[src/rtl/mfp_btn_pkg.sv]
// Shared types and helpers for the button event controller.
package mfp_btn_pkg;

  // Pin field sized for the largest supported WIDTH (32 pins).
  localparam int unsigned PIN_W = 5;

  typedef struct packed {
    logic [PIN_W-1:0] pin;
    logic             rise;
  } btn_event_t;

  function automatic int unsigned pin_w(input int unsigned width);
    return $clog2(width);
  endfunction

endpackage

[src/rtl/mfp_btn_event_fifo.sv]
// Synchronous event FIFO; push is refused while full even if a pop coincides.
module mfp_btn_event_fifo
  import mfp_btn_pkg::*;
#(
  parameter int unsigned DEPTH = 4
) (
  input  logic                     clk,
  input  logic                     rst_n,
  input  logic                     push,
  input  btn_event_t               din,
  input  logic                     pop,
  output btn_event_t               dout,
  output logic                     full,
  output logic                     empty,
  output logic [$clog2(DEPTH):0]   count
);

  localparam int unsigned AW = $clog2(DEPTH);

  btn_event_t      mem [DEPTH];
  logic [AW-1:0]   wr_ptr;
  logic [AW-1:0]   rd_ptr;
  logic [AW:0]     cnt;
  logic            do_push;
  logic            do_pop;

  assign full    = (cnt == (AW+1)'(DEPTH));
  assign empty   = (cnt == '0);
  assign do_push = push & ~full;
  assign do_pop  = pop & ~empty;
  assign dout    = mem[rd_ptr];
  assign count   = cnt;

  always_ff @(posedge clk) begin
    if (do_push) mem[wr_ptr] <= din;
  end

  // DEPTH is a power of two, so the pointers wrap naturally.
  always_ff @(posedge clk or negedge rst_n) begin
    if (!rst_n) begin
      wr_ptr <= '0;
      rd_ptr <= '0;
      cnt    <= '0;
    end else begin
      if (do_push) wr_ptr <= wr_ptr + 1'b1;
      if (do_pop)  rd_ptr <= rd_ptr + 1'b1;
      case ({do_push, do_pop})
        2'b10:   cnt <= cnt + 1'b1;
        2'b01:   cnt <= cnt - 1'b1;
        default: cnt <= cnt;
      endcase
    end
  end

endmodule

[src/rtl/mfp_button_event_ctrl.sv]
// Button event controller: masked edge detect, per-pin pending latches,
// round-robin arbitration into an event FIFO, and a registered interrupt.
module mfp_button_event_ctrl
  import mfp_btn_pkg::*;
#(
  parameter int unsigned WIDTH      = 8,
  parameter int unsigned FIFO_DEPTH = 4
) (
  input  logic                          clk,
  input  logic                          rst_n,
  input  logic [WIDTH-1:0]              in_db,
  input  logic [WIDTH-1:0]              rise_mask,
  input  logic [WIDTH-1:0]              fall_mask,
  input  logic                          irq_en,
  input  logic                          ev_ready,
  output logic                          ev_valid,
  output logic [$clog2(WIDTH)-1:0]      ev_pin,
  output logic                          ev_rise,
  output logic [$clog2(FIFO_DEPTH):0]   ev_count,
  output logic                          overflow,
  input  logic                          ovf_clr,
  output logic                          irq
);

  localparam int unsigned PW = pin_w(WIDTH);

  logic              armed;
  logic [WIDTH-1:0]  prev;
  logic [WIDTH-1:0]  pend;
  logic [WIDTH-1:0]  kind;
  logic [WIDTH-1:0]  rise_det;
  logic [WIDTH-1:0]  fall_det;
  logic [WIDTH-1:0]  edge_det;
  logic [WIDTH-1:0]  grant;
  logic [PW-1:0]     rr_ptr;
  logic [PW-1:0]     grant_idx;
  logic              grant_vld;
  logic              ovf_loss;
  int unsigned       scan_idx;
  btn_event_t        push_ev;
  btn_event_t        head;
  logic              fifo_full;
  logic              fifo_empty;

  always_comb begin
    rise_det = '0;
    fall_det = '0;
    if (armed) begin
      rise_det = in_db & ~prev & rise_mask;
      fall_det = ~in_db & prev & fall_mask;
    end
  end

  assign edge_det = rise_det | fall_det;

  always_comb begin
    grant     = '0;
    grant_idx = '0;
    grant_vld = 1'b0;
    scan_idx  = 0;
    if (!fifo_full) begin
      for (int unsigned k = 0; k < WIDTH; k++) begin
        scan_idx = (32'(rr_ptr) + k) % WIDTH;
        if (!grant_vld && pend[scan_idx]) begin
          grant_vld        = 1'b1;
          grant_idx        = PW'(scan_idx);
          grant[scan_idx]  = 1'b1;
        end
      end
    end
  end

  always_comb begin
    push_ev      = '0;
    push_ev.pin  = PIN_W'(grant_idx);
    push_ev.rise = kind[grant_idx];
  end

  // A fresh edge on a pin that is being granted this cycle is not a loss.
  assign ovf_loss = |(edge_det & pend & ~grant);

  always_ff @(posedge clk or negedge rst_n) begin
    if (!rst_n) begin
      armed    <= 1'b0;
      prev     <= '0;
      pend     <= '0;
      kind     <= '0;
      rr_ptr   <= '0;
      overflow <= 1'b0;
      irq      <= 1'b0;
    end else begin
      armed    <= 1'b1;
      prev     <= in_db;
      pend     <= (pend & ~grant) | edge_det;
      kind     <= (kind & ~edge_det) | rise_det;
      overflow <= ovf_loss | (overflow & ~ovf_clr);
      irq      <= irq_en & ev_valid;
      if (grant_vld)
        rr_ptr <= (grant_idx == PW'(WIDTH-1)) ? '0 : grant_idx + 1'b1;
    end
  end

  mfp_btn_event_fifo #(
    .DEPTH (FIFO_DEPTH)
  ) u_fifo (
    .clk   (clk),
    .rst_n (rst_n),
    .push  (grant_vld),
    .din   (push_ev),
    .pop   (ev_ready),
    .dout  (head),
    .full  (fifo_full),
    .empty (fifo_empty),
    .count (ev_count)
  );

  assign ev_valid = ~fifo_empty;
  assign ev_pin   = ev_valid ? PW'(head.pin) : '0;
  assign ev_rise  = ev_valid & head.rise;

endmodule
[config.mk]
export PLATFORM = sky130hd
export DESIGN_NAME = mfp_button_event_ctrl
export DESIGN_NICKNAME = d
export VERILOG_FILES = /design/src/rtl/mfp_btn_pkg.sv /design/src/rtl/mfp_btn_event_fifo.sv /design/src/rtl/mfp_button_event_ctrl.sv
export SDC_FILE = /design/constraint.sdc
export NUM_CORES = 1
export LEC_CHECK = 0
export BUFFER_PORTS_ARGS = -buffer_cell sky130_fd_sc_hd__buf_2
export CORE_UTILIZATION = 40
export CTS_CLUSTER_SIZE = 40
export DETAILED_ROUTE_END_ITERATION = 10
export GPL_TIMING_DRIVEN = 0
export PLACE_DENSITY_LB_ADDON = 0.12
export RECOVER_POWER = 100
export SYNTH_ARGS = -nofsm -noshare
export SYNTH_HDL_FRONTEND = slang
export SYNTH_SLANG_ARGS = --single-unit
[constraint.sdc]
create_clock -name clk -period 5.8 [get_ports clk]
set_clock_uncertainty 0.1 [all_clocks]
set_input_delay 1.74 -clock clk [delete_from_list [all_inputs] [get_ports clk]]
set_output_delay 1.74 -clock clk [all_outputs]
set_load 0.03 [all_outputs]
**Yosys cells after proc, flatten, opt, wreduce, memory -nomap -nowiden**

Memories as Yosys holds them, arrays and structs flattened.
Cells that the tools add are included.

- Divide/modulo/power cells: 0
- Muxes and demuxes: 82
- $mul: 0
- Magnitude comparators: 17
- Add/sub/neg operators: 12
- Bitwise logic cells: 31
- Shifts and indexed selects: 0
- Reduce and logical (&&, ||, !) cells: 25
- Eq/ne operators: 4

Operators with widths:

| cell | count |
|---|---|
| $mux W8 | 18 |
| $or A8 B8 Y8 | 10 |
| $and A8 B8 Y8 | 8 |
| $lt A3 B4 Y1 const B | 9 |
| $mux W1 | 35 |
| $mux W3 | 11 |
| $not A8 Y8 | 4 |
| $bmux W1 S3 | 9 |
| $demux W1 S3 | 8 |
| $ge A3 B1 Y1 const B | 8 |
| $logic_and A1 B1 Y1 | 15 |
| $add A3 B3 Y3 const B | 4 |
| $add A3 B1 Y3 const B | 3 |
| $reduce_or A8 Y1 | 1 |
| $logic_not A1 Y1 | 7 |
| $add A3 B2 Y3 const B | 2 |
| $eq A3 B3 Y1 const B | 2 |
| $pmux W3 S2 | 1 |
| $and A1 B1 Y1 | 5 |
| $add A2 B1 Y2 const B | 2 |
| $logic_not A3 Y1 | 1 |
| $not A1 Y1 | 3 |
| $sub A3 B1 Y3 const B | 1 |
| $eq A2 B1 Y1 const B | 1 |
| other kinds (3) | 3 |

- Latch bits: 0
- Memories kept: 1
- Memory bits (writable): 16
- Bits in read-only memories: 0
- Input bits: 29
- Word-level logic and storage cells: 182
- Register bits: 37

Memories:

| name | depth | width | rd ports | clocked after memory_dff | wr ports | RTL line | RTL |
|---|---|---|---|---|---|---|---|
| u_fifo.mem | 4 | 4 | 1 | 0 | 1 | mfp_btn_event_fifo.sv:20 | `btn_event_t mem [DEPTH];` |

**Logic depth before layout (Yosys ltp)**

- Word-level depth: 36
- Depth in mapped cells: 20
- Gate-level depth less buffers: 15

**Modules after synthesis**

From an unflattened synthesis, not the netlist that was laid out.

- Cell total of the unflattened synthesis: 451
- Area total of the unflattened synthesis: 4486.8 um^2

Modules (own cells, without submodules):

| module | seq. area each (um^2) | area each (um^2) | cells each | instances |
|---|---|---|---|---|
| mfp_button_event_ctrl | 750.7 | 3180.6 | 382 | 1 |
| mfp_btn_event_fifo | 895.9 | 1306.3 | 69 | 1 |

**Worst setup path after synthesis**

No wires, ideal clock.

- Path type: reg-to-reg
- Start: register rr_ptr[0]
- End: memory u_fifo.mem[0][0] (netlist name), data pin
- Period minus slack after synthesis: 4.258 ns
- Stages on the path, launching flop included: 15
- Arrival time: 3.891 ns
- Required time: 5.434 ns
- Slack: 1.542 ns
- Cell sequence: dfrtp_1 > buf_6 > clkinv_1 > clkbuf_1 > ha_1 > mux4_2 > mux2_4 > nor3b_4 > nor4b_4 > a2111oi_0 > a211o_1 > buf_2 > mux2i_1 > mux2i_1 > mux2_2

RTL lines:

| what | RTL line | RTL |
|---|---|---|
| start, declared | mfp_button_event_ctrl.sv:35 | `logic [PW-1:0] rr_ptr;` |
| start signal, assigned | mfp_button_event_ctrl.sv:99 | `rr_ptr <= (grant_idx == PW'(WIDTH-1)) ? '0 : grant_idx + 1'b1;` |
| end, declared | mfp_btn_event_fifo.sv:20 |  |

==> flow_metrics.tcl <==
set metrics [dict create \
    drive_gt1_frac 0.155 \
    rsz0062_at_grt "false" \
    dp_hpwl_um 7410 \
    fmax_ghz 0.188 \
    end_kind "register" \
    slowest_stage "nor4b_4" \
    die_width_um 101 \
    place_inst 553 \
    syn-instance-count 386 \
    worstSetupPathType "register to register" \
    synth-compound-area-share 0.158 \
    crit_family "multiplexers" \
    crit_arrival_ns 5.27 \
    final.min_clock_period_ns 5.31 \
    io_pins 39 \
    synth_top_family_by_area "simple AND/OR/NAND/NOR gates" \
    worst_ep_required_time_ns 5.76 \
    area_growth_pct 10.4 \
    muxShareOfSynthArea 0.185 \
    grt_pass1_wl_um 16200 \
    setup_viol 0 \
    stdcell_count 561 \
    critPathBufInv 5 \
    grt_max_degree 38 \
    yosysSeqAreaShare 0.359 \
    final_cell_area_mm2 0.00433 \
    crit_start "rr_ptr[0]" \
    fin_nets 474 \
    cts_tree "built" \
    ys_async_sr_fraction 0.698 \
    max-slew-margin-rel -0.458 \
    synthDistinctLibCells 66 \
    start_util 0.418 \
    antenna_left 0 \
    cts.sinks 53 \
    synthSimpleGateAreaFrac 0.190 \
    violations "capacitance limit, slew limit" \
    cts_buffer_depth 2 \
    clkLatencyLatePin_ns 0.32 \
    seqCellArea_mm2 0.00141 \
    grt_pass1_vias 3148 \
    numCtsBuffers 5 \
    min-delay-start "u_fifo.count[2]" \
    final_common_cell "dfrtp_1" \
    synth_xor_area_frac 0.0201 \
    startpoint_type "register" \
    num_vias 3243 \
    slowest_delay_ns 0.53 \
    antenna_cells 0 \
    design.core.area_mm2 0.00937 \
    setup_tns_ns 0 \
    dieArea_mm2 0.0102 \
    cts.repair.resized 0 \
    drc 0 \
    drt-vias-per-instance 5.78 \
    synth-edff-count 16 \
    rows 35 \
    r2r_slack_ns 0.49 \
    io_buffer_count 38 \
    outcome "finished, violations left" \
    dpl_cell_area_mm2 0.00427 \
    synth.area.top_cells "dfrtp_1 24%, edfxtp_1 12%, mux4_2 9.8%, mux2i_1 5.4%, ha_1 4.1%" \
    synth_warnings 0 \
    clkSlewWorstSetupHoldPaths_ns 0.11 \
    wl_per_cell_um 17.7 \
    wl_um 9910 \
    worstMarginPinSlew_ns 2.19 \
    synthDominantCellAreaShare 0.236 \
    n_fill_cell 952 \
    r2r-start "rr_ptr[0]" \
    hold_path.class "register to register" \
    finalCritPeriodShare 0.915 \
    synth_top_cell_by_area "dfrtp_1" \
    post_cts_buffers 0 \
    path_cells "buf_6 -> clkinv_1 -> clkbuf_1 -> ha_1 -> buf_4 -> mux4_2 -> mux2_1 -> nor3b_4 -> nor4b_4 -> a2111oi_0 -> a211o_1 -> buf_2 -> mux2i_1 -> mux2i_1 -> mux2_1" \
    place.gp.congestion 0.915 \
    syn_area_per_cell_um2 10.2 \
    antenna_found_initial 0 \
    overflow 0 \
    die_y_um 101 \
    cap_violations 1 \
    drt_iter0_markers 178 \
    drv_slew 38 \
    cts_hold_buf 0 \
    grt_util_all_layers 0.207 \
    multi_input_area_mm2 0.00234 \
    synthFlopType "dfrtp_1" \
    netlist_area_mm2 0.00392 \
    cts_root_buf "clkbuf_8" \
    finalHoldViolations 0 \
    final_cell_mix "37 x dfrtp_1, 33 x clkbuf_1, 32 x nand2_1, 21 x mux2i_1" \
    path_max_fanout 10 \
    cts_htree_levels 2 \
    dr.pass1.iters 4 \
    synthAdderAreaFrac 0.0466 \
    synth_nets 429 \
    yosys_register_bits 53 \
]
registers in the layout (all words and copies together) (netlist names):
name / cells
overflow: 1
u_fifo.rd_ptr: 2
pend: 8
u_fifo.mem: 16
armed: 1
prev: 8
kind: 8
u_fifo.wr_ptr: 2
u_fifo.count: 3
rr_ptr: 3
irq: 1
metal layers:
metal,wire length (um),GRT usage,vias up,share of wire
met1,4670,0.289,1588,0.47
met4,189,0.0524,0,0.019
li1,-,-,1539,-
met5,0,0,-,0
met2,4590,0.342,101,0.46
met3,454,0.0257,15,0.046
final timing paths:
check / end / depth (start not counted)
max: u_fifo.mem[0][0] / 15
min: u_fifo.count[2] / 1
max reg2reg: u_fifo.mem[0][0] / 15
min reg2reg: u_fifo.count[2] / 1
max in group asynchronous: pend[7] / 1
min in group asynchronous: u_fifo.rd_ptr[1] / 1
logic make-up after synthesis:
family,Yosys count
XOR/XNOR,9
AND/OR/NAND/NOR,134
other,1
flip-flops,53
AO/OA/AOI/OAI,89
buffers and inverters,37
multiplexers,49
adder cells (fa/ha/maj),14
synth_stat cells (all sizes together) (3+ instances only):
master  number
a31o         4
nor3         7
nand2       32
a21o         3
xnor2        5
nor2        20
and3         5
nor2b        6
nand4        4
buf          7
dfrtp       37
nand3b       6
mux4        17
a31oi        8
and3b        8
o211ai       5
a32oi        3
o21ai       19
nand3       17
inv         17
and2        15
clkbuf      12
mux2i       21
xor2         4
ha          13
edfxtp      16
or2          3
a21oi       19
a221oi       3
mux2        11
nand2b       4
stage by stage:
step	utilization	setup WS [ns]	hold slack (ns)
2_1_floorplan	-	1.54	0.399
3_3_place_gp	0.456	0.703	0.419
3_5_place_dp	0.456	0.686	0.423
4_1_cts	0.466	0.665	0.438
5_1_grt	0.462	0.152	0.458
6_report	0.462	0.494	0.437
layout make-up:
type                       count  area share
clock inverter                 3     0.00607
tap                          129      0.0373
multi-input combinational    296       0.540
sequential                    53       0.325
buffer                        19      0.0217
clock buffer                   5      0.0159
inverter                      18      0.0156
timing repair buffer          38      0.0379
Power is left out: the tool's default activity adds up to more than one toggle a clock period on the data nets, which glitch-free logic cannot reach.
